$ cat src/rtl/alsu_arbiter.sv
// Two-requester command arbiter that time-shares one ALSU and returns its result.
// Build with ALSU_ARB_RR_EN defined for round-robin grants. The default build uses fixed r0 priority.
module alsu_arbiter #(
  parameter int EXEC_CYCLES = 3,
  parameter int LOCK_CYCLES = 16
) (
  input  logic        clk,
  input  logic        rst,
  input  logic        r0_valid,
  input  logic        r1_valid,
  output logic        r0_ready,
  output logic        r1_ready,
  input  logic [15:0] r0_cmd,
  input  logic [15:0] r1_cmd,
  output logic [15:0] alsu_cmd,
  input  logic [5:0]  alsu_out,
  output logic        rsp_valid,
  output logic        rsp_id,
  output logic [5:0]  rsp_data,
  output logic        rsp_err,
  output logic        busy,
  output logic [7:0]  err_cnt
);

  localparam int MAXC = (EXEC_CYCLES > LOCK_CYCLES) ?
                        EXEC_CYCLES : LOCK_CYCLES;
  localparam int CW = $clog2(MAXC + 1);

  typedef enum logic [1:0] {
    IDLE,
    EXEC,
    RESP,
    LOCK
  } state_e;

  state_e        state_q;
  logic [CW-1:0] cnt_q;
  logic [15:0]   cmd_q;
  logic [15:0]   cmd_d;
  logic          rsp_valid_q;
  logic          rsp_id_q;
  logic [5:0]    rsp_data_q;
  logic          rsp_err_q;
  logic [7:0]    err_cnt_q;
  logic [7:0]    err_cnt_d;

  logic          gnt;
  logic          idle;
  logic          hs;
  logic [2:0]    op;
  logic          red;
  logic          cmd_inv;

  assign idle = (state_q == IDLE);

  // gnt selects the requester that wins this cycle (0 = r0, 1 = r1)
`ifdef ALSU_ARB_RR_EN
  logic last_grant_q;

  always_comb begin
    gnt = 1'b0;
    if (r0_valid && r1_valid) begin
      gnt = ~last_grant_q;
    end else if (r1_valid) begin
      gnt = 1'b1;
    end
  end

  always_ff @(posedge clk or posedge rst) begin
    if (rst) begin
      last_grant_q <= 1'b1;
    end else if (hs) begin
      last_grant_q <= gnt;
    end
  end
`else
  always_comb begin
    gnt = r1_valid & ~r0_valid;
  end
`endif

  assign r0_ready = idle & r0_valid & ~gnt;
  assign r1_ready = idle & r1_valid & gnt;
  assign hs       = r0_ready | r1_ready;
  assign cmd_d    = gnt ? r1_cmd : r0_cmd;

  // Reductions are only meaningful for AND/XOR.
  // Bypass does not rescue an illegal op.
  assign op      = cmd_q[9:7];
  assign red     = cmd_q[3] | cmd_q[2];
  assign cmd_inv = (op[2:1] == 2'b11) ||
                   (red && (op[2:1] != 2'b00));

  assign err_cnt_d = (err_cnt_q == 8'hff) ?
                     err_cnt_q : err_cnt_q + 8'd1;

  always_ff @(posedge clk or posedge rst) begin
    if (rst) begin
      state_q     <= IDLE;
      cnt_q       <= '0;
      cmd_q       <= '0;
      rsp_valid_q <= 1'b0;
      rsp_id_q    <= 1'b0;
      rsp_data_q  <= '0;
      rsp_err_q   <= 1'b0;
      err_cnt_q   <= '0;
    end else begin
      rsp_valid_q <= 1'b0;
      unique case (state_q)
        IDLE: begin
          if (hs) begin
            cmd_q    <= cmd_d;
            rsp_id_q <= gnt;
            cnt_q    <= CW'(EXEC_CYCLES - 1);
            state_q  <= EXEC;
          end
        end
        EXEC: begin
          if (cnt_q == '0) begin
            rsp_data_q  <= alsu_out;
            rsp_err_q   <= cmd_inv;
            rsp_valid_q <= 1'b1;
            state_q     <= RESP;
          end else begin
            cnt_q <= cnt_q - CW'(1);
          end
        end
        RESP: begin
          rsp_err_q <= 1'b0;
          if (rsp_err_q) begin
            err_cnt_q <= err_cnt_d;
            cnt_q     <= CW'(LOCK_CYCLES - 1);
            state_q   <= LOCK;
          end else begin
            state_q <= IDLE;
          end
        end
        LOCK: begin
          if (cnt_q == '0) begin
            state_q <= IDLE;
          end else begin
            cnt_q <= cnt_q - CW'(1);
          end
        end
      endcase
    end
  end

  assign alsu_cmd  = cmd_q;
  assign rsp_valid = rsp_valid_q;
  assign rsp_id    = rsp_id_q;
  assign rsp_data  = rsp_data_q;
  assign rsp_err   = rsp_err_q;
  assign busy      = ~idle;
  assign err_cnt   = err_cnt_q;

endmodule

$ cat config.mk
export PLATFORM = sky130hd
export DESIGN_NAME = alsu_arbiter
export DESIGN_NICKNAME = d
export VERILOG_FILES = /design/src/rtl/alsu_arbiter.sv
export SDC_FILE = /design/constraint.sdc
export NUM_CORES = 1
export LEC_CHECK = 0
export ABC_AREA = 1
export BUFFER_PORTS_ARGS = -buffer_cell sky130_fd_sc_hd__clkbuf_2
export CAP_MARGIN = 40
export CORE_ASPECT_RATIO = 0.5
export CORE_MARGIN = 2
export CORE_UTILIZATION = 30
export DETAILED_ROUTE_END_ITERATION = 12
export PLACE_DENSITY_LB_ADDON = 0.3
export SLEW_MARGIN = 20
export SYNTH_ARGS = -nofsm -noshare
export SYNTH_HDL_FRONTEND = slang
export SYNTH_SLANG_ARGS = --single-unit
$ cat constraint.sdc
create_clock -name clk -period 1.3 [get_ports clk]
set_input_delay 0.13 -clock clk [delete_from_list [all_inputs] [get_ports clk]]
set_output_delay 0.13 -clock clk [all_outputs]
set_load 0.005 [all_outputs]
### After elaboration in Yosys (flattened, before gate mapping)

Index checks and enable logic that the tools add are counted.

| storage, ports and cells | value |
|---|---|
| memories | 0 |
| bits in read-only memories | 0 |
| memory bits (writable) | 0 |
| latch bits | 0 |
| register bits after elaboration | 40 |
| word-level logic and storage cells | 58 |
| input bits | 42 |
| output and inout bits | 36 |

| operators by class | value |
|---|---|
| multiplexer cells | 14 |
| reduce and logical (&&, ||, !) cells | 13 |
| $mul | 0 |
| magnitude comparators | 0 |
| shifts and indexed selects | 0 |
| equal/unequal tests | 10 |
| add/subtract/negate cells | 2 |
| div/mod/pow operators | 0 |
| bitwise gates (word level) | 11 |

Operator list:

| operator | count |
|---|---|
| 16-bit 2-to-1 mux | 1 |
| 5-bit 2-to-1 mux | 3 |
| 5-bit case mux with 3 select lines | 1 |
| 3-bit AND reduction | 3 |
| 8-bit by 1-bit adder with 8-bit output (second input constant) | 1 |
| 8-bit == test (second input constant) | 1 |
| 2-bit 2-to-1 mux | 4 |
| 2-bit != test (second input constant) | 4 |
| 2-bit case mux with 4 select lines | 1 |
| 2-bit == test (second input constant) | 3 |
| 2-bit AND reduction | 3 |
| 1-bit AND | 5 |
| 5-bit zero test | 1 |
| 5-bit by 1-bit subtractor with 5-bit output (second input constant) | 1 |
| 1-bit NOT | 4 |
| 2-bit nonzero test | 2 |
| 1-bit 2-to-1 mux | 3 |
| 2-bit by 1-bit == test with 1-bit output (second input constant) | 1 |
| 2-bit zero test | 1 |
| 2-bit by 1-bit != test with 1-bit output (second input constant) | 1 |
| 1-bit OR | 2 |
| 1-bit case mux with 2 select lines | 1 |
| 2-bit OR reduction | 1 |
| 1-bit logical AND | 1 |
| 1-bit logical OR | 1 |

### Depth between registers and ports, before layout

| logic depth | value |
|---|---|
| depth after elaboration | 7 |
| gate-level depth with buffers | 8 |
| gate-level depth less buffers | 8 |

### Worst setup path after synthesis

OpenSTA, ideal clock, no wires.

| timing path | value |
|---|---|
| path kind | reg2reg |
| from | register cnt_q[0] |
| to | register rsp_data_q[0], in the netlist rsp_data[0] |
| cell stages (with the launch flop) | 8 |
| library setup time | 0.116 ns |
| setup slack | -0.018 ns |
| data arrival time | 1.202 ns |
| period minus slack after synthesis | 1.318 ns |
| path buffers | 0 |
| data required time | 1.184 ns |
| cell sequence | dfrtp_1 > inv_1 > ha_1 > nand4_1 > nor2_4 > inv_2 > nand2_1 > nand2_1 |

| on the way | value |
|---|---|
| longest elaborated chain between the ends | 2 |

Ends and longest elaborated chain:

| element | RTL line | text |
|---|---|---|
| start: declaration | 37 | `logic [CW-1:0] cnt_q;` |
| start signal: assignment | 114 | `cnt_q <= CW'(EXEC_CYCLES - 1);` |
| start signal: assignment | 125 | `cnt_q <= cnt_q - CW'(1);` |
| start signal: assignment | 132 | `cnt_q <= CW'(LOCK_CYCLES - 1);` |
| 5-bit zero test | 119 | `if (cnt_q == '0) begin` |
| 2-bit AND reduction (no source line) | - |  |
| end signal: assignment | 120 | `rsp_data_q <= alsu_out;` |
| end: declaration | 42 | `logic [5:0] rsp_data_q;` |

No other way between the ends.
A chain may end at the register's enable or synchronous reset.

### Final worst setup path

| timing path | value |
|---|---|
| from | register state_q[0] |
| to | output port r0_ready |

| on the way | value |
|---|---|
| longest elaborated chain between the ends | 3 |

Ends and longest elaborated chain:

| element | RTL line | text |
|---|---|---|
| start: declaration | 36 | `state_e state_q;` |
| start signal: assignment | 99 | `state_q <= IDLE;` |
| start signal: assignment | 115 | `state_q <= EXEC;` |
| start signal: assignment | 123 | `state_q <= RESP;` |
| 2-bit zero test | 54 | `assign idle = (state_q == IDLE);` |
| 1-bit AND (2 in series) | 82 | `assign r0_ready = idle & r0_valid & ~gnt;` |
| end: declaration | 11 | `output logic r0_ready,` |

No other way between the ends.

==> run_results.csv <==
group,metric,value,unit
timing,setup_viol,0,
route,dr.pass1.iters,4,
grt,grt_overflow,0,
die,dieArea,7470,um2
power,leakage,1.66,nW
route,drt_wl_total,4.96,mm
power,ir_worst_vdd,0.661,mV
timing,finClkSkew,3.59,ps
worst_setup_path,critPathMaxFanout,3,
logic_synthesis,ys_seq_elements,40,
route,viasPerCell,4.31,
placed_design,dpl-instance-area,2660,um2
die,die_h,62.1,um
placed_design,dpl.hpwl,3.65,mm
grt,track_usage,13.8,%
timing,hold_viol_final,0,
grt,antenna_found_initial,0,
worst_setup_path,reg2reg_setup_slack,20,ps
die,ios,78,
hold_path,holdPathEnd,"rsp_data[0]$_DFFE_PP0P_",
timing,max_freq,0.779,GHz
clock_tree,cts_sinks,40,
power,seqPwrFrac,34.9,%
route,drc_errors,0,
layout,diodes,0,
route,wire_per_inst,10.7,um
logic_synthesis,syn_area,2030,um2
logic_synthesis,yosys_warnings,0,
route,dr_total_vias,2006,
clock_tree,htree_num_levels,2,
logic_synthesis,synth_fp_nets,310,
clock_tree,clk_pin_slew,60,ps
worst_setup_path,required,1170,ps
layout,area_growth,47.4,%
power,power.share.clock,22.8,%
grt,grt_pass1_vias,1928,
die,core_area,6600,um2
worst_setup_path,start_kind,"register",
power,switching_share,35.9,%
layout,drive_gt1_share,38.3,%
run,drv_cap,0,
power,finalPower,6.01,mW
hold_path,min_from,"alsu_out[0]",
worst_setup_path,r2r_start,"state_q[0]$_DFFE_PP0P_",
worst_setup_path,reg2reg_to,"cnt_q[0]$_DFFE_PP0P_",
hold_path,whs_path_depth,3,
layout,nets,416,
clock_tree,cts_tree,"built",
die,chipWidth,120,um
layout,final_cell_mix,"93 x nand2_1, 76 x clkbuf_2, 38 x dfrtp_1, 31 x inv_1, 31 x o21ai_0",
timing,worstMarginPinSlew,251,ps
timing,max_slew_margin,83.2,%
clock_tree,cts-buffers-inserted,5,
worst_setup_path,worstPathArrival,1150,ps
grt,grt_pass1_wl,8.46,mm
route,ant_nets,0,
timing,maxSlewViolCount,0,
placed_design,place_congestion,0.798,
worst_setup_path,setup.worst_path.start,"state_q[0]$_DFFE_PP0P_",
clock_tree,clk-insertion-delay-late,280,ps
timing,rsz0062_at_grt,"true",
die,initial_core_util,30.7,%
logic_synthesis,synth.distinct_cells,26,
logic_synthesis,syn-mean-instance-area,7.62,um2
route,drtIter0Drc,86,
clock_tree,cts-root-buf,"clkbuf_16",
hold_path,hp-class,"in -> reg",
power,power_density,2010,nW/um2
worst_setup_path,reg2regPathDepth,7,
power,comb_power_share,42.3,%
worst_setup_path,endpoint_kind,"output port",
outcome,status,"complete, no violations",
grt,grt_max_degree,41,
worst_setup_path,critical_path_class,"reg -> out",
power,internal-power,3.85,mW
timing,period_needed,1280,ps
power,p_switching,2.16,mW
layout,final_area,2990,um2
logic_synthesis,synth_cells,266,
placed_design,portBuffers,77,
timing,fin_crit_sh,98.7,%
layout,final_common_cell,"nand2_1",
clock_tree,clk_path_buf_depth,2,
die,rows,21,
logic_synthesis,ys_seq_area_share,49.4,%
-- kinds of logic (layout without fill, tap and decap cells) --
family                     after synthesis  after routing  share of synthesized area (%)
adders and majority gates                2              2                           1.24
and+or+nand+nor                        130            130                           26.3
buffers and inverters                   46            152                           9.45
AOI/OAI and AO/OA                       45             46                           12.3
DFF                                     40             40                           49.4
xor gates and xnor gates                 3              3                           1.30
-- registers in the layout (all words and copies together), names as in the netlist --
| signal | cells |
|---|---|
| cnt_q | 5 |
| rsp_id | 1 |
| err_cnt | 8 |
| rsp_err | 1 |
| state_q | 2 |
| rsp_data | 6 |
| rsp_valid | 1 |
| alsu_cmd | 16 |
-- cells in the mapped netlist --
cell type / count / area share [%]
nand3b_1: 1 / 0.37
buf_6: 1 / 0.56
o21ai_1: 2 / 0.49
buf_4: 2 / 0.74
clkbuf_1: 1 / 0.19
xnor2_1: 2 / 0.86
o21ai_2: 1 / 0.43
ha_1: 2 / 1.2
buf_2: 3 / 0.74
o22ai_1: 1 / 0.31
nand2_2: 3 / 0.93
inv_1: 37 / 6.9
nor2_2: 3 / 0.93
xor2_1: 1 / 0.43
inv_2: 2 / 0.37
a21oi_4: 1 / 0.80
nand4_1: 2 / 0.62
a21oi_1: 3 / 0.74
o21ai_0: 34 / 8.4
nor2_1: 11 / 2.0
nand2_1: 98 / 18
nand3_1: 10 / 2.5
nor2_4: 1 / 0.56
o211ai_1: 3 / 1.1
nor3_1: 1 / 0.25
dfrtp_1: 40 / 49
-- routing by layer --
layer | part of all wire [%] | wire, um | global-route usage, %
met4 | 0.28 | 14 | 1.74
met3 | 3.7 | 184 | 3.77
met1 | 45 | 2230 | 16.8
met5 | 0 | 0 | 0
met2 | 51 | 2540 | 25.2
-- power by group through the flow --
stage               Clock, mW  Combinational [mW]  Sequential, mW
finish                   1.37                2.55            2.10
global route             1.48                2.92            2.16
CTS                      1.41                2.30            2.08
detailed placement          0                2.21            2.10
global placement            0                2.16            2.08
floorplan                   0                1.21            2.09
-- what timing repair did --
action / in CTS / in global routing
pin swaps: 3 / 9
hold buffers: 1 / 0
gates resized for setup: 6 / 29
hold endpoints to repair: 40 / 0
cloned: 1 / 0
buffers inserted: 4 / 3
setup endpoints to repair: 11 / 26
-- per-stage QoR --
| stage | cells | setup TNS [ps] | hold slack (ps) | setup slack, ps | util [%] |
|---|---|---|---|---|---|
| finish | 465 | 0 | 57.6 | 16.7 | 45.3 |
| global route | 465 | -691 | 55.9 | -93.4 | 45.3 |
| CTS | 462 | -54.1 | 54.7 | -32.0 | 43.7 |
| floorplan | 266 | 0 | 247 | 18.0 | - |
| global placement | 448 | -11.7 | 161 | -9.70 | 40.3 |
| detailed placement | 448 | -85.9 | 164 | -43.9 | 40.3 |
-- worst max-delay path, stage by stage, from the launching register on --
cell and delay, ps:
dfrtp_2 420, buf_6 130, inv_4 60, nand2_4 60, nor2_4 90, clkbuf_2 120
-- final cells by class --
class / instances / area, um2
Inverter: 39 / 149
Clock buffer: 6 / 129
Timing Repair Buffer: 105 / 622
Fill cell: 670 / 3610
Sequential cell: 40 / 1000
Tap cell: 92 / 115
Multi-Input combinational cell: 181 / 933
Clock inverter: 2 / 35.0
-- worst max path at each step --
| stage | cells after the start | end |
|---|---|---|
| global route | 7 | rsp_data[1]$_DFFE_PP0P_ |
| floorplan | 7 | err_cnt[5]$_DFFE_PP0P_ |
| CTS | 5 | r0_ready |
| global placement | 6 | cnt_q[1]$_DFFE_PP0P_ |
| finish | 5 | r0_ready |
| detailed placement | 5 | cnt_q[0]$_DFFE_PP0P_ |
Note: power is estimated with default switching activity, not from simulation.
